<file path="src/rtl/serial_adder.sv">
// Multi-cycle adder/subtractor: processes DIGIT bits per clock, LSB digit first,
// with the inter-digit carry held in a register and a start/busy/done handshake.
module serial_adder #(
  parameter int unsigned WIDTH = 8,
  parameter int unsigned DIGIT = 1
) (
  input  logic             clk_i,
  input  logic             rst_i,
  input  logic             start_i,
  input  logic [WIDTH-1:0] a_i,
  input  logic [WIDTH-1:0] b_i,
  input  logic             cin_i,
  input  logic             sub_i,
  output logic             busy_o,
  output logic             done_o,
  output logic [WIDTH-1:0] sum_o,
  output logic             cout_o
);

  localparam int unsigned N  = WIDTH / DIGIT;
  localparam int unsigned CW = (N > 1) ? $clog2(N) : 1;

  generate
    if (WIDTH == 0 || DIGIT == 0 || DIGIT > WIDTH || (WIDTH % DIGIT) != 0) begin : g_bad_param
      $error("serial_adder: WIDTH must be a non-zero multiple of DIGIT");
    end
  endgenerate

  typedef enum logic [1:0] {
    S_IDLE = 2'd0,
    S_RUN  = 2'd1,
    S_DONE = 2'd2
  } state_e;

  state_e           state_q, state_d;
  logic [WIDTH-1:0] a_q, a_d;
  logic [WIDTH-1:0] b_q, b_d;
  logic             carry_q, carry_d;
  logic [CW-1:0]    cnt_q, cnt_d;
  logic [WIDTH-1:0] shadow_q, shadow_d;
  logic [WIDTH-1:0] sum_q, sum_d;
  logic             cout_q, cout_d;
  logic             busy_q, busy_d;
  logic             done_q, done_d;

  logic [DIGIT-1:0] dig_sum;
  logic             dig_cout;
  logic             accept;
  logic             last;

  // Ripple chain of DIGIT full-adder cells over the low digit of the operand shifters
  always_comb begin : digit_adder
    logic c;
    c       = carry_q;
    dig_sum = '0;
    for (int unsigned i = 0; i < DIGIT; i++) begin
      dig_sum[i] = a_q[i] ^ b_q[i] ^ c;
      c          = (a_q[i] & b_q[i]) | (c & (a_q[i] ^ b_q[i]));
    end
    dig_cout = c;
  end

  always_comb begin
    state_d  = state_q;
    a_d      = a_q;
    b_d      = b_q;
    carry_d  = carry_q;
    cnt_d    = cnt_q;
    shadow_d = shadow_q;
    sum_d    = sum_q;
    cout_d   = cout_q;
    busy_d   = busy_q;
    done_d   = 1'b0;
    accept   = 1'b0;
    last     = (cnt_q == CW'(N - 1));

    case (state_q)
      S_IDLE: begin
        accept = start_i;
      end
      S_RUN: begin
        // Operands shift down so the active digit is always at bit 0; results fill from the top
        a_d      = a_q >> DIGIT;
        b_d      = b_q >> DIGIT;
        shadow_d = (shadow_q >> DIGIT) | (WIDTH'(dig_sum) << (WIDTH - DIGIT));
        carry_d  = dig_cout;
        cnt_d    = cnt_q + CW'(1);
        if (last) begin
          sum_d   = shadow_d;
          cout_d  = dig_cout;
          done_d  = 1'b1;
          busy_d  = 1'b0;
          state_d = S_DONE;
          accept  = start_i;
        end
      end
      S_DONE: begin
        state_d = S_IDLE;
        accept  = start_i;
      end
      default: begin
        state_d = S_IDLE;
      end
    endcase

    // Subtraction becomes a + ~b + ~cin by inverting b and the carry at load time
    if (accept) begin
      a_d     = a_i;
      b_d     = b_i ^ {WIDTH{sub_i}};
      carry_d = cin_i ^ sub_i;
      cnt_d   = '0;
      busy_d  = 1'b1;
      state_d = S_RUN;
    end
  end

  always_ff @(posedge clk_i) begin
    if (rst_i) begin
      state_q  <= S_IDLE;
      a_q      <= '0;
      b_q      <= '0;
      carry_q  <= 1'b0;
      cnt_q    <= '0;
      shadow_q <= '0;
      sum_q    <= '0;
      cout_q   <= 1'b0;
      busy_q   <= 1'b0;
      done_q   <= 1'b0;
    end else begin
      state_q  <= state_d;
      a_q      <= a_d;
      b_q      <= b_d;
      carry_q  <= carry_d;
      cnt_q    <= cnt_d;
      shadow_q <= shadow_d;
      sum_q    <= sum_d;
      cout_q   <= cout_d;
      busy_q   <= busy_d;
      done_q   <= done_d;
    end
  end

  assign busy_o = busy_q;
  assign done_o = done_q;
  assign sum_o  = sum_q;
  assign cout_o = cout_q;

endmodule

</file>
<file path="config.mk">
export PLATFORM = sky130hd
export DESIGN_NAME = serial_adder
export DESIGN_NICKNAME = d
export VERILOG_FILES = /design/src/rtl/serial_adder.sv
export SDC_FILE = /design/constraint.sdc
export NUM_CORES = 1
export LEC_CHECK = 0
export BUFFER_PORTS_ARGS = -buffer_cell sky130_fd_sc_hd__buf_2
export CAP_MARGIN = 5
export CORE_UTILIZATION = 49
export CTS_BUF_LIST = sky130_fd_sc_hd__clkbuf_16
export CTS_CLUSTER_SIZE = 14
export DETAILED_ROUTE_END_ITERATION = 7
export GPL_ROUTABILITY_DRIVEN = 0
export GPL_TIMING_DRIVEN = 0
export HOLD_SLACK_MARGIN = 0.08
export PLACE_DENSITY = 0.74
export REMOVE_ABC_BUFFERS = 1
export SYNTH_ARGS = -nofsm -noshare
export SYNTH_HDL_FRONTEND = slang
export SYNTH_SLANG_ARGS = --single-unit
</file>
<file path="constraint.sdc">
create_clock -name clk_i -period 1.74 [get_ports clk_i]
set_clock_uncertainty 0.15 [all_clocks]
set_input_delay 0.174 -clock clk_i [delete_from_list [all_inputs] [get_ports clk_i]]
set_output_delay 0.174 -clock clk_i [all_outputs]
set_load 0.01 [all_outputs]
</file>
==> impl_metrics.json <==
{
  "dpl-instance-area_um2": 1968,
  "clk_pin_slew_ps": 60,
  "drtIter0Drc": 122,
  "grt_usage_pct": 19.93,
  "core_area_um2": 3661,
  "drt-total-wl_um": 3843,
  "cap_violations": 0,
  "diodes": 0,
  "critPathArrivalTime_ps": 1690,
  "required_ps": 1720,
  "grt_pass1_vias": 1359,
  "ant_nets": 0,
  "wire_per_inst_um": 13.16,
  "synth_warnings": 0,
  "htree_levels": 2,
  "relSlewSlack_pct": 48.76,
  "worst_pin_slew_ps": 768.6,
  "synth.distinct_cells": 28,
  "area_delta_synth_final_pct": 25.15,
  "worstSkewPairLatency_ps": 280,
  "hold_violations": 0,
  "final_cell_area_um2": 2328,
  "power_density_nw_per_um2": 923.0,
  "yosysTopAreaCellShare_pct": 43.04,
  "finalSetupViolCount": 0,
  "grt_max_degree": 41,
  "worstSetupEndpointType": "register",
  "ios": 32,
  "p_leak_nw": 0.8646,
  "post-route-period-util_pct": 97.92,
  "synth-seq-cells": 40,
  "synth_area_um2": 1861,
  "setup.worst_path.start_class": "register",
  "peakVddDrop_v": 0.0004427,
  "synthFlopType": "dfxtp_1",
  "async_flop_share_pct": 0,
  "cp_max_fo": 6,
  "min-delay-start": "a_i[4]",
  "die_x_um": 63.62,
  "synth_edf_count": 0,
  "yosys.area.top_type": "dfxtp_1",
  "cts_buffer_depth": 2,
  "drive_gt1_share_pct": 30.33,
  "dieArea_um2": 4048,
  "tns_ps": 0,
  "r2r-start": "cnt_q[0]",
  "clock_sinks": 40,
  "netlist_top_cells_area": "dfxtp_1 43%, nand2_1 11%, a311oi_2 6.5%",
  "yosysMostFrequentCell": "nand2_1",
  "gr-total-overflow": 0,
  "min_period_ps": 1704,
  "drcViolationCount": 0,
  "critical_path_class": "register to register",
  "synth.avg_cell_area_um2": 8.945,
  "ys_top_cells_by_count": "54 x nand2_1, 40 x dfxtp_1, 20 x a21oi_1, 15 x a211oi_1, 11 x nand3_1",
  "whs_ps": 123.2,
  "fmax_ghz": 0.5869,
  "ys_seq_area_share_pct": 43.04,
  "port-buffer-count": 31,
  "tritoncts": "built",
  "grt_pass1_wl_um": 6272,
  "vias": 1564,
  "cts_root_buffer": "clkbuf_16",
  "dp_hpwl_um": 2205,
  "cts_buffers": 5,
  "drt-vias-per-instance": 5.356,
  "start_util_pct": 50.82,
  "nNetsFinal": 268,
  "netlist_instances": 208,
  "drt_pass1_iterations": 4,
  "std_cell_rows": 22,
  "critPathLaunch": "cnt_q[0]",
  "slew_violations": 0,
  "outcome": "finished clean",
  "antenna_found_initial": 0,
  "min_path_type": "input pin to register",
  "dieHeight_um": 63.62
}
## metal layers
layer / vias to the layer above / track usage (%) / wire (µm)
li1: 796 / - / -
met2: 45 / 30.85 / 1828
met5: - / 0 / 0
met3: 6 / 5.978 / 200
met4: 0 / 8.239 / 46
met1: 717 / 25.56 / 1768
## critical path: stages, from the launching register on
cell	delay, ps
dfxtp_4	350
ha_4	150
ha_4	160
and2b_2	230
o21ai_4	230
clkbuf_16	200
a311oi_2	80
## final cells by class
class / instances / area [µm²]
fill: 311 / 1333
inverter: 2 / 11.26
tap: 48 / 60.06
timing repair buffer: 49 / 351.6
sequential: 40 / 809.5
multi-input combinational: 146 / 958.4
clock inverter: 2 / 12.51
clock buffer: 5 / 125.1
## where the power goes
part           internal, W  switching, W
combinational     0.000138      0.000147
clock             0.000519      0.000346
sequential        0.000962     0.0000372
total              0.00162      0.000531
## logic make-up (layout without fill, tap and decap cells)
group	Yosys count	count (layout)	share of synthesized area (%)
XOR/XNOR	10	10	4.708
adder cells (fa/ha/maj)	3	3	2.421
AO/OA/AOI/OAI	54	54	23.34
buffers and inverters	22	58	7.800
AND/OR/NAND/NOR	77	77	17.62
multiplexers	2	2	1.076
flip-flops	40	40	43.04
## layout by cell type, fill, tap and decap left out, types with 3 or more instances in the layout
cell type	synthesis	final
clkbuf_16	0	6
a311oi_2	8	8
dlygate4sd3_1	0	3
nor3_1	4	4
buf_2	5	31
buf_4	4	11
a311oi_1	7	7
nand2_1	54	54
xor2_1	9	9
a21oi_1	20	20
nand3_1	11	11
a211oi_1	15	15
dfxtp_1	40	37
## through the flow
stage | power, W | worst slack, ps | std cells | util [%]
2_1_floorplan | 0.001154 | -905.0 | 188 | -
3_3_place_gp | 0.001235 | -1751 | 267 | 52.94
3_5_place_dp | 0.001250 | -590.6 | 268 | 53.76
4_1_cts | 0.002149 | 22.53 | 284 | 60.73
5_1_grt | 0.002253 | -0.5406 | 292 | 63.60
6_report | 0.002149 | 36.19 | 292 | 63.60
## sequential cells by signal (all words and copies together) (netlist names), 2 cells and up
register and flops:
state_q 2, a_q 8, cnt_q 3, b_q 8
sum_o 8, shadow_q 7
## timing repair
item,in CTS,in global routing
hold endpoints to repair,2,0
endpoints found under the setup margin,40,26
buffers inserted,6,7
hold buffers,3,0
pin swaps,1,2
cloned,0,1
resized for setup,8,8
## path summary, 6_finish.rpt
kind / to / slack, ps / cells past startpoint
max: b_q[0] / 40 / 6
min: a_q[4] / 120 / 3
max reg2reg: b_q[0] / 40 / 6
min reg2reg: sum_o[5] / 300 / 2
No activity file was read; power rests on OpenSTA's default activity.
